==> src/rtl/ex_stage_sequencer.sv <==
// ex_stage_sequencer: execute-stage issue controller with MUL stall, CMP->jump interlock, flags and jump flush
module ex_stage_sequencer #(
  parameter int MUL_CYCLES   = 4,
  parameter int FLUSH_CYCLES = 2
) (
  input  logic       clk,
  input  logic       rst_n,
  input  logic       id_valid,
  output logic       id_ready,
  input  logic [5:0] id_opcode,
  input  logic [3:0] id_wb_reg,
  input  logic [3:0] stf_value,
  input  logic [3:0] alu_flags,
  output logic       ex_valid,
  output logic [3:0] alu_ctl,
  output logic       alu_start,
  output logic       wb_en,
  output logic [3:0] wb_reg,
  output logic       branch_taken,
  output logic       flush,
  output logic [3:0] flags,
  output logic       busy
);
  localparam logic [1:0] S_RUN   = 2'd0;
  localparam logic [1:0] S_MUL   = 2'd1;
  localparam logic [1:0] S_FLUSH = 2'd2;
  localparam int CW = $clog2(MUL_CYCLES + FLUSH_CYCLES + 1);
  localparam logic [5:0] OP_MUL = 6'd2;
  localparam logic [5:0] OP_CMP = 6'd12;
  localparam logic [5:0] OP_STF = 6'd28;
  localparam logic [3:0] CTL_CMP  = 4'd12;
  localparam logic [3:0] CTL_PASS = 4'd13;
  localparam logic [3:0] CTL_NOP  = 4'd15;
  logic [1:0]    r_state;
  logic [CW-1:0] r_cnt;
  logic          r_ready;
  logic [3:0]    r_mul_reg;
  logic          r_ex_valid;
  logic [3:0]    r_alu_ctl;
  logic          r_alu_start;
  logic          r_wb_en;
  logic [3:0]    r_wb_reg;
  logic          r_branch;
  logic          r_flush;
  logic [3:0]    r_flags;
  logic          w_alu;
  logic          w_ld;
  logic          w_st;
  logic          w_jmp;
  logic          w_mul;
  logic          w_stf;
  logic          w_acc;
  logic          w_taken;
  logic          w_cmp_in_ex;
  logic [3:0]    w_ctl;
  logic [7:0]    w_conds;
  // Opcode classes: 0..11 are ALU ops whose code equals the ALU control, 32..39 are jumps
  assign w_alu  = id_opcode < 6'd12;
  assign w_ld   = id_opcode inside {[6'd16:6'd20]};
  assign w_st   = id_opcode inside {[6'd24:6'd26]};
  assign w_jmp  = id_opcode[5:3] == 3'b100;
  assign w_mul  = id_opcode == OP_MUL;
  assign w_stf  = id_opcode == OP_STF;
  assign w_ctl  = w_alu ? id_opcode[3:0] : (id_opcode == OP_CMP) ? CTL_CMP : (w_ld | w_st) ? CTL_PASS : CTL_NOP;
  // Flags are {C,E,L,G}; index by the low opcode bits JMP,JC,JE,JNE,JL,JLE,JG,JGE
  assign w_conds = {r_flags[0] | r_flags[2], r_flags[0], r_flags[1] | r_flags[2], r_flags[1],
                    ~r_flags[2], r_flags[2], r_flags[3], 1'b1};
  assign w_taken = w_jmp & w_conds[id_opcode[2:0]];
  // A jump directly behind a CMP must wait one cycle for the CMP flags to land
  assign w_cmp_in_ex = r_ex_valid & (r_alu_ctl == CTL_CMP);
  assign id_ready    = rst_n & r_ready & ~(w_cmp_in_ex & w_jmp);
  assign w_acc       = id_valid & id_ready;
  assign ex_valid     = r_ex_valid;
  assign alu_ctl      = r_alu_ctl;
  assign alu_start    = r_alu_start;
  assign wb_en        = r_wb_en;
  assign wb_reg       = r_wb_reg;
  assign branch_taken = r_branch;
  assign flush        = r_flush;
  assign flags        = r_flags;
  assign busy         = r_state != S_RUN;
  // Issue, flags update and RUN/MUL_WAIT/FLUSH sequencing
  always_ff @(posedge clk) begin
    if (!rst_n) begin
      r_state     <= S_RUN;
      r_cnt       <= '0;
      r_ready     <= 1'b0;
      r_mul_reg   <= '0;
      r_ex_valid  <= 1'b0;
      r_alu_ctl   <= CTL_NOP;
      r_alu_start <= 1'b0;
      r_wb_en     <= 1'b0;
      r_wb_reg    <= '0;
      r_branch    <= 1'b0;
      r_flush     <= 1'b0;
      r_flags     <= '0;
    end else begin
      r_ex_valid  <= w_acc;
      r_alu_ctl   <= w_acc ? w_ctl : CTL_NOP;
      r_alu_start <= w_acc & w_mul;
      r_wb_en     <= w_acc & (w_alu & ~w_mul | w_ld);
      r_wb_reg    <= w_acc ? id_wb_reg : r_wb_reg;
      r_branch    <= w_acc & w_taken;
      r_flush     <= 1'b0;
      r_flags     <= (w_acc & w_stf) ? stf_value : w_cmp_in_ex ? alu_flags : r_flags;
      case (r_state)
        S_RUN: begin
          if (w_acc & w_mul) begin
            r_state   <= S_MUL;
            r_cnt     <= CW'(MUL_CYCLES - 2);
            r_ready   <= 1'b0;
            r_mul_reg <= id_wb_reg;
          end else if (w_acc & w_taken) begin
            r_state <= S_FLUSH;
            r_cnt   <= CW'(FLUSH_CYCLES - 1);
            r_ready <= 1'b0;
            r_flush <= 1'b1;
          end else begin
            r_ready <= 1'b1;
          end
        end
        S_MUL: begin
          if (r_cnt == '0) begin
            r_state  <= S_RUN;
            r_ready  <= 1'b1;
            r_wb_en  <= 1'b1;
            r_wb_reg <= r_mul_reg;
          end else begin
            r_cnt <= r_cnt - 1'b1;
          end
        end
        default: begin
          if (r_cnt == '0) begin
            r_state <= S_RUN;
            r_ready <= 1'b1;
          end else begin
            r_cnt   <= r_cnt - 1'b1;
            r_flush <= 1'b1;
          end
        end
      endcase
    end
  end
endmodule

==> config.mk <==
export PLATFORM = sky130hd
export DESIGN_NAME = ex_stage_sequencer
export DESIGN_NICKNAME = d
export VERILOG_FILES = /design/src/rtl/ex_stage_sequencer.sv
export SDC_FILE = /design/constraint.sdc
export NUM_CORES = 1
export LEC_CHECK = 0
export CAP_MARGIN = 0
export CORE_ASPECT_RATIO = 1.2
export CORE_MARGIN = 5
export CORE_UTILIZATION = 36
export CTS_BUF_LIST = sky130_fd_sc_hd__clkbuf_16
export CTS_CLUSTER_SIZE = 25
export DETAILED_ROUTE_END_ITERATION = 10
export PLACE_DENSITY_LB_ADDON = 0.12
export RECOVER_POWER = 25
export SLEW_MARGIN = 40
export SYNTH_ARGS = -nofsm -noshare
export SYNTH_HDL_FRONTEND = slang
export SYNTH_SLANG_ARGS = --single-unit
==> constraint.sdc <==
create_clock -name clk -period 2.1 [get_ports clk]
set_input_delay 0.315 -clock clk [delete_from_list [all_inputs] [get_ports clk]]
set_output_delay 0.315 -clock clk [all_outputs]
set_load 0.005 [all_outputs]
==> flow_metrics.env, run 1 <==
export IMPL_status="finished, final reports clean"
export IMPL_synthCells=136
export IMPL_tightest_slew_ns=0.437
export IMPL_placed_cells=214
export IMPL_power_frac_comb_pct=10.9
export IMPL_crit_chain="clkdlybuf4s50_1 -> or3b_4 -> o311a_2 -> clkbuf_2"
export IMPL_pwr_share_seq_pct=48.8
export IMPL_path_class="input pin to output port"
export IMPL_slowest_stage="clkdlybuf4s50_1"
export IMPL_synthDominantAreaCellType="dfxtp_1"
export IMPL_sw_frac_of_total_pct=21.2
export IMPL_maxCapViolCount=0
export IMPL_synth_top_family_by_area="compound AO/OA/AOI/OAI gates"
export IMPL_cts_hold_buf=0
export IMPL_drv_slew=0
export IMPL_dieArea_mm2=0.00484
export IMPL_gp_congestion=0.778
export IMPL_initial_utilization_pct=37.6
export IMPL_period_needed_ns=1.95
export IMPL_fin_nets=205
export IMPL_rsz0062_at_grt="no"
export IMPL_yosysTopAreaCellShare_pct=42.3
export IMPL_synth_edf_count=0
export IMPL_cts_root_buf="clkbuf_16"
export IMPL_startpoint_type="input pin"
export IMPL_min_path_cells=2
export IMPL_fillCellCount=339
export IMPL_layout_common_cells="29 x clkdlybuf4s50_1, 27 x dfxtp_1, 16 x nor2_1, 13 x mux2i_1"
export IMPL_grt_overflow_total=0
export IMPL_dp_hpwl_mm=2.52
export IMPL_cp_depth=4
export IMPL_routedWlPerCell_um=14.6
export IMPL_antenna_found_initial=0
export IMPL_grt_pass1_wl_mm=5.37
export IMPL_synth_nets=159
export IMPL_ys_ff_latch=27
export IMPL_via_count=1173
export IMPL_synth_ff_type="dfxtp_1"
export IMPL_r2r_cells=6
export IMPL_clk_latency_ns=0.26
export IMPL_synth_xor_area_share_pct=1.37
export IMPL_cp_required_ns=1.78
export IMPL_crit_path_end_kind="output port"
export IMPL_synth_compound_area_share_pct=20.6
export IMPL_diodes=0
export IMPL_cellPowerDensity_mw_per_mm2=588
export IMPL_vdd_ir_drop_max_mv=0.273
export IMPL_tritoncts="built"
export IMPL_numCtsBuffers=3
export IMPL_viasPerCell=5.38
export IMPL_drtIter0Drc=20
export IMPL_synth_fa_ha_area_share_pct=1.96
export IMPL_leakage_nw=0.766
export IMPL_setup_tns_ns=0
export IMPL_fin_skew_ns=0.00458
export IMPL_die_x_um=64.4
export IMPL_cp_arrival_ns=1.64
export IMPL_p_int_w=0.000844
export IMPL_fin_crit_sh_pct=93.0
export IMPL_crit_family="buffers and inverters"
export IMPL_hold_path_class="flip-flop to flip-flop"
export IMPL_coreArea_mm2=0.00340
export IMPL_path_max_fanout=2
export IMPL_grt_usage_pct=14.3
export IMPL_num_rows=23
export IMPL_switching_power_w=0.000227
export IMPL_grt_pass1_vias=1171
export IMPL_io_pins=40
export IMPL_die_h_um=75.3
export IMPL_post_cts_buffers=0
export IMPL_final_common_cell="clkdlybuf4s50_1"
export IMPL_stdcell_count=218
export IMPL_cts_htree_levels=1
export IMPL_postRouteAntennaNets=0
export IMPL_cts_sinks=27
export IMPL_avgSynthCellArea_um2=9.39
export IMPL_cp_slowest_stage_delay_ns=0.48
export IMPL_relSlewSlack_pct=70.8
export IMPL_synth_warnings=0
export IMPL_async_flop_share_pct=0
export IMPL_portBuffers=39
export IMPL_firstDrtPassIters=4
export IMPL_pwr_share_clk_pct=40.3
export IMPL_yosys_cell_types_count=40
export IMPL_clkTransAtPathRegs_ns=0.06
export IMPL_seq_area_frac_synth_pct=42.3
export IMPL_synth_mux_area_share_pct=10.2
export IMPL_clock_fmax_ghz=0.512
export IMPL_syn_area_mm2=0.00128
export IMPL_synthTopCellsByArea="dfxtp_1 42%, mux2i_1 10%, nor2_1 4.7%, a21oi_1 3.1%, o21ai_0 2.4%"
export IMPL_drc=0
export IMPL_crit_buf_inv=2
export IMPL_drive_above_1_share_pct=12.2
export IMPL_yosys_area_share_simple_pct=18.6
export IMPL_synthToLayoutAreaGrowth_pct=42.4
export IMPL_hold_viol=0
export IMPL_setup_viol=0
export IMPL_totalWireLength_mm=3.18
export IMPL_clockBufferDepth=2
export IMPL_grt_max_degree=16
-- path summary, 6_finish.rpt --
path,startpoint,end,slack (ns)
worst max-delay path,id_opcode[5],id_ready,0.15
worst min-delay path,r_mul_reg[2],r_mul_reg[2],0.50
worst max register to register,r_cnt[0],wb_reg[2],0.48
worst min register to register,r_mul_reg[2],r_mul_reg[2],0.50
-- layer usage --
layer / vias up / track usage [%] / part of all wire, %
met4: 0 / 6.34 / 1.9
met5: - / 0 / 0
met3: 5 / 3.13 / 5.4
met2: 25 / 25.8 / 49
li1: 584 / - / -
met1: 559 / 16.4 / 44
-- power groups by stage --
stage               clock network [W]  logic [W]  registers [W]
detailed placement                  0   0.000120       0.000534
global placement                    0   0.000119       0.000534
global route                 0.000459   0.000127       0.000523
CTS                          0.000447   0.000120       0.000522
floorplan                           0  0.0000495       0.000534
finish                       0.000431   0.000117       0.000522
-- cell usage after synthesis, types with 2 or more instances --
cell	instances
a21oi_1	8
nand3_1	3
buf_2	3
ha_1	2
inv_1	6
xnor2_1	2
and4b_1	2
a31oi_1	2
nand2_1	8
a211oi_1	4
mux2i_1	13
dfxtp_1	27
o21ai_0	6
o21ai_1	2
a22o_1	2
clkbuf_1	4
o211ai_1	4
nor2_1	16
-- through the flow --
stage	hold slack [ns]	util, %	setup WS [ns]	cell area (µm²)	total power (W)
after global routing	0.539	53.6	0.117	1820	0.00111
after global placement	0.473	51.5	-0.185	1750	0.000652
after floorplan	0.452	-	0.571	1280	0.000583
after CTS	0.503	53.8	0.0406	1830	0.00109
after detailed placement	0.485	51.5	-0.188	1750	0.000654
final	0.499	53.6	0.147	1820	0.00107
-- worst min-delay path, stage by stage, from the launching register on --
cell,delay [ns]
dfxtp_1,0.32
mux2i_1,0.07
nor2_1,0.07
-- area by class of cell --
class	instances	area, µm²	area share (%)
flip-flops and latches	27	541	29.7
well taps	37	46.3	2.54
clock buffers	3	75.1	4.13
clock inverters	1	5.00	0.275
repair buffers	49	457	25.1
inverters	6	22.5	1.24
multi-input cells	95	673	37.0
-- cells by family (layout without fill, tap and decap cells) --
family	count (synthesis)	count (layout)
adders and majority gates	2	2
muxes	13	13
AOI/OAI and AO/OA	36	36
xor gates and xnor gates	2	2
buffers and inverters	14	59
and+or+nand+nor	42	42
DFF	27	27
-- timing repair --
item,4_1_cts,5_1_grt
endpoints found under the hold margin,0,0
resized for setup,2,1
endpoints found under the setup margin,1,1
No activity file was read; power rests on OpenSTA's default activity.
==> run 2, diff against run 1 <==
Settings changed: SKIP_CTS_REPAIR_TIMING set to 1.
==> run 2 against run 1 <==
Core utilization grew 0.22 points. Clock power about the same. Clock skew about the same. Critical path type unchanged. Critical endpoint unchanged. Largest power group unchanged.
==> flow_metrics.env, run 2 (synthesized netlist as in run 1, its figures left out) <==
export IMPL_postRouteAntennaNets=0
export IMPL_fin_nets=205
export IMPL_cp_arrival_ns=1.68
export IMPL_pwr_share_clk_pct=40.3
export IMPL_drv_slew=0
export IMPL_path_max_fanout=2
export IMPL_leakage_nw=0.780
export IMPL_clkTransAtPathRegs_ns=0.06
export IMPL_cellPowerDensity_mw_per_mm2=586
export IMPL_dp_hpwl_mm=2.52
export IMPL_power_frac_comb_pct=11.0
export IMPL_period_needed_ns=2.00
export IMPL_final_common_cell="clkdlybuf4s50_1"
export IMPL_io_pins=40
export IMPL_path_class="input pin to output port"
export IMPL_crit_path_end_kind="output port"
export IMPL_cts_htree_levels=1
export IMPL_initial_utilization_pct=37.6
export IMPL_diodes=0
export IMPL_crit_chain="clkdlybuf4s50_1 -> or3b_4 -> o311a_2 -> dlymetal6s2s_1"
export IMPL_hold_viol=0
export IMPL_hold_start="r_mul_reg[2]"
export IMPL_antenna_found_initial=0
export IMPL_cts_root_buf="clkbuf_16"
export IMPL_num_rows=23
export IMPL_gp_congestion=0.778
export IMPL_coreArea_mm2=0.00340
export IMPL_die_h_um=75.3
export IMPL_layout_common_cells="29 x clkdlybuf4s50_1, 27 x dfxtp_1, 16 x nor2_1, 13 x mux2i_1"
export IMPL_vdd_ir_drop_max_mv=0.273
export IMPL_cts_sinks=27
export IMPL_hold_path_class="flip-flop to flip-flop"
export IMPL_grt_max_degree=16
export IMPL_clk_latency_ns=0.26
export IMPL_r2r_start="r_cnt[0]"
export IMPL_tritoncts="built"
export IMPL_setup_tns_ns=0
export IMPL_grt_overflow_total=0
export IMPL_synthToLayoutAreaGrowth_pct=43.0
export IMPL_relSlewSlack_pct=70.8
export IMPL_portBuffers=39
export IMPL_startpoint_type="input pin"
export IMPL_rsz0062_at_grt="no"
export IMPL_numCtsBuffers=3
export IMPL_r2r_cells=6
export IMPL_crit_buf_inv=2
export IMPL_routedWlPerCell_um=14.6
export IMPL_via_count=1171
export IMPL_clock_fmax_ghz=0.500
export IMPL_die_x_um=64.4
export IMPL_cp_slowest_stage_delay_ns=0.48
export IMPL_grt_pass1_wl_mm=5.37
export IMPL_cp_required_ns=1.78
export IMPL_status="finished, final reports clean"
export IMPL_grt_pass1_vias=1171
export IMPL_totalWireLength_mm=3.19
export IMPL_r2r_end="wb_reg[2]"
export IMPL_whs_endpoint="r_mul_reg[2]"
export IMPL_drc=0
export IMPL_firstDrtPassIters=4
export IMPL_drtIter0Drc=20
export IMPL_clockBufferDepth=2
export IMPL_fin_util_pct=53.8
export IMPL_min_path_cells=2
export IMPL_pwr_share_seq_pct=48.8
export IMPL_viasPerCell=5.37
export IMPL_p_int_w=0.000844
export IMPL_cp_depth=4
export IMPL_maxCapViolCount=0
export IMPL_setup_viol=0
export IMPL_tightest_slew_ns=0.437
export IMPL_crit_family="buffers and inverters"
export IMPL_fin_skew_ns=0.00449
export IMPL_switching_power_w=0.000226
export IMPL_slowest_stage="clkdlybuf4s50_1"
export IMPL_fin_crit_sh_pct=95.1
export IMPL_drive_above_1_share_pct=11.6
export IMPL_sw_frac_of_total_pct=21.1
export IMPL_r2r_slack_ns=0.48
export IMPL_grt_usage_pct=14.3
export IMPL_dieArea_mm2=0.00484
-- run 2: changes by cell type in the layout (fill, tap and decap cells not counted), sizes merged --
cell	delta
clkbuf	-1
dlymetal6s2s	+1
-- run 2: how the worst max path moves through the flow --
stage / from / slack, ns / end
after detailed placement: id_opcode[5] / -0.19 / id_ready
after global routing: id_opcode[5] / 0.08 / id_ready
final: id_opcode[5] / 0.10 / id_ready
after global placement: id_opcode[5] / -0.19 / id_ready
after CTS: id_opcode[5] / -0.20 / id_ready
after floorplan: id_opcode[4] / 0.57 / r_cnt[2]
-- run 2: layout make-up --
| type | count | area, µm² |
|---|---|---|
| fill | 339 | 1570 |
| multi-input combinational | 95 | 673 |
| sequential | 27 | 541 |
| timing repair buffer | 49 | 464 |
| clock buffer | 3 | 75.1 |
| tap | 37 | 46.3 |
| inverter | 6 | 22.5 |
| clock inverter | 1 | 5.00 |
-- run 2: power groups by stage --
stage                     clock network (W)  registers (W)  logic [W]
after floorplan                           0       0.000534  0.0000495
after global routing               0.000459       0.000523   0.000127
after detailed placement                  0       0.000534   0.000120
final                              0.000431       0.000522   0.000118
after global placement                    0       0.000534   0.000119
after CTS                          0.000447       0.000522   0.000121
-- run 2: worst register-to-register path, cell delays in order (launching register included) --
cell and delay (ns):
dfxtp_1 0.30, inv_1 0.11, ha_1 0.16, nand2b_1 0.10, or3b_1 0.55, o21ai_0 0.22, a21oi_1 0.06
-- run 2: per-layer routing --
layer	global-route usage, %	wire (µm)	up-vias
li1	-	-	584
met1	16.4	1400	557
met2	25.8	1550	25
met3	3.13	172	5
met4	6.34	61	0
met5	0	0	-
-- run 2: stage by stage --
stage | worst slack [ns] | power, W | hold WS (ns) | instance area (µm²) | std cells
2_1_floorplan | 0.571 | 0.000583 | 0.452 | 1280 | 136
3_3_place_gp | -0.185 | 0.000652 | 0.473 | 1750 | 214
3_5_place_dp | -0.188 | 0.000654 | 0.485 | 1750 | 214
4_1_cts | -0.203 | 0.00109 | 0.503 | 1830 | 218
5_1_grt | 0.0776 | 0.00111 | 0.539 | 1830 | 218
6_report | 0.102 | 0.00107 | 0.499 | 1830 | 218
==> run 3, diff against run 2 <==
Settings changed: CAP_MARGIN 0 to 20, CTS_BUF_LIST sky130_fd_sc_hd__clkbuf_16 to sky130_fd_sc_hd__clkbuf_8.
==> run 3 against run 2 <==
Highest routed layer unchanged. Flip-flop and latch count unchanged. Clock-buffer cell count is the same. Critical path depth did not move. Power shrank 13%. Clock skew fell by 0.00099 ns. Fmax up 0.64%. Sequential share of layout area up 0.73 points. Final cell count unchanged. Largest power group unchanged. Clock power down 32%. Combinational power barely moved. Critical path type unchanged. Via count fell by 1.9%.
==> flow_metrics.env, run 3 (synthesized netlist as in run 1, its figures left out) <==
export IMPL_met2_length_mm=1.53
export IMPL_grt_max_degree=16
export IMPL_setup_tns_ns=0
export IMPL_top_layer="met4"
export IMPL_fin_nets=205
export IMPL_fillCellCount=338
export IMPL_hold_path_class="flip-flop to flip-flop"
export IMPL_dp_hpwl_mm=2.52
export IMPL_wl_met3_um=169
export IMPL_crit_chain="clkdlybuf4s50_1 -> or3b_4 -> o311a_2 -> dlymetal6s2s_1"
export IMPL_initial_utilization_pct=37.6
export IMPL_startpoint_type="input pin"
export IMPL_drive_above_1_share_pct=10.5
export IMPL_fin_crit_sh_pct=94.5
export IMPL_relSlewSlack_pct=70.8
export IMPL_die_x_um=64.4
export IMPL_regArea_um2=541
export IMPL_cp_arrival_ns=1.67
export IMPL_numCtsBuffers=3
export IMPL_drc=0
export IMPL_totalWireLength_mm=3.16
export IMPL_place_area_mm2=0.00175
export IMPL_die_h_um=75.3
export IMPL_clockBufferDepth=2
export IMPL_diodes=0
export IMPL_routedWlPerCell_um=14.5
export IMPL_dp_slack_ns=-0.188
export IMPL_fin_skew_ns=0.00351
export IMPL_grt_overflow_total=0
export IMPL_layout_common_cells="31 x clkdlybuf4s50_1, 27 x dfxtp_1, 16 x nor2_1, 13 x mux2i_1"
export IMPL_setup_viol=0
export IMPL_pwr_share_seq_pct=55.9
export IMPL_drtIter0Drc=22
export IMPL_clk_latency_ns=0.27
export IMPL_vdd_ir_drop_max_mv=0.209
export IMPL_drv_slew=0
export IMPL_p_int_w=0.000720
export IMPL_cts_root_buf="clkbuf_8"
export IMPL_cts_sinks=27
export IMPL_path_class="input pin to output port"
export IMPL_power_frac_comb_pct=12.5
export IMPL_sw_frac_of_total_pct=22.9
export IMPL_slowest_stage="clkdlybuf4s50_1"
export IMPL_path_max_fanout=2
export IMPL_clkTransAtPathRegs_ns=0.09
export IMPL_rsz0062_at_grt="no"
export IMPL_postRouteAntennaNets=0
export IMPL_antenna_found_initial=0
export IMPL_pwr_share_clk_pct=31.6
export IMPL_period_needed_ns=1.99
export IMPL_hold_viol=0
export IMPL_stdcell_count=218
export IMPL_cts_htree_levels=1
export IMPL_firstDrtPassIters=4
export IMPL_placed_cells=214
export IMPL_multi_input_area_um2=667
export IMPL_whs_ns=0.506
export IMPL_cellPowerDensity_mw_per_mm2=523
export IMPL_grt_pass1_wl_mm=5.34
export IMPL_cp_slowest_stage_delay_ns=0.48
export IMPL_tightest_slew_ns=0.437
export IMPL_synthToLayoutAreaGrowth_pct=39.6
export IMPL_wl_met1_mm=1.44
export IMPL_clock_fmax_ghz=0.504
export IMPL_grt_pass1_vias=1150
export IMPL_via_count=1149
export IMPL_leakage_nw=0.743
export IMPL_switching_power_w=0.000214
export IMPL_portBuffers=39
export IMPL_dieArea_mm2=0.00484
export IMPL_fin_area_mm2=0.00178
export IMPL_num_rows=23
export IMPL_final_common_cell="clkdlybuf4s50_1"
export IMPL_cp_required_ns=1.78
export IMPL_gp_congestion=0.778
export IMPL_coreArea_mm2=0.00340
export IMPL_maxCapViolCount=0
export IMPL_grt_usage_pct=14.0
export IMPL_crit_path_end_kind="output port"
export IMPL_io_pins=40
export IMPL_status="finished, final reports clean"
export IMPL_tritoncts="built"
export IMPL_viasPerCell=5.27
export IMPL_setup_ws_ns=0.115
==> run 3: changes by cell type in the layout (fill, tap and decap cells not counted) <==
| cell | previous run | this run |
|---|---|---|
| clkbuf_16 | 3 | 0 |
| clkbuf_8 | 0 | 3 |
| clkdlybuf4s50_1 | 29 | 31 |
| nand4_1 | 1 | 2 |
| clkbuf_1 | 1 | 2 |
| dlygate4sd3_1 | 9 | 7 |
| nand4_2 | 1 | 0 |
| buf_4 | 9 | 8 |
==> run 3: power groups by stage <==
stage | clock network, W | logic [W] | registers (W)
finish | 0.000295 | 0.000116 | 0.000522
global route | 0.000324 | 0.000126 | 0.000523
CTS | 0.000305 | 0.000121 | 0.000522
detailed placement | 0 | 0.000120 | 0.000534
global placement | 0 | 0.000119 | 0.000534
floorplan | 0 | 0.0000495 | 0.000534
==> run 3: metrics by stage <==
stage | util [%] | power, W
finish | 52.5 | 0.000933
global route | 52.5 | 0.000974
CTS | 52.8 | 0.000948
detailed placement | 51.5 | 0.000654
global placement | 51.5 | 0.000652
floorplan | - | 0.000583
==> run 3: per-layer routing <==
layer | global-route usage, % | vias up
met2 | 25.1 | 25
met4 | 3.52 | 0
li1 | - | 584
met3 | 3.58 | 2
met5 | 0 | -
met1 | 16.9 | 538
==> run 3: cell type report <==
cell class | instances | share of cell area [%]
tap | 37 | 2.60
clock inverter | 1 | 0.281
multi-input combinational | 95 | 37.4
sequential | 27 | 30.3
timing repair buffer | 49 | 25.8
inverter | 6 | 1.26
clock buffer | 3 | 2.32
==> run 3: worst max-delay path: cells and delay by family <==
family	cells	cell delay [ns]
buffers and inverters	2	0.64
AND/OR/NAND/NOR	1	0.39
AO/OA/AOI/OAI	1	0.34
==> run 3: path summary, 6_finish.rpt <==
check	startpoint	end	slack (ns)	cells after the start
worst max register to register	r_cnt[0]	wb_reg[2]	0.47	6
worst min register to register	r_mul_reg[2]	r_mul_reg[2]	0.51	2
worst max-delay path	id_opcode[5]	id_ready	0.11	4
worst min-delay path	r_mul_reg[2]	r_mul_reg[2]	0.51	2
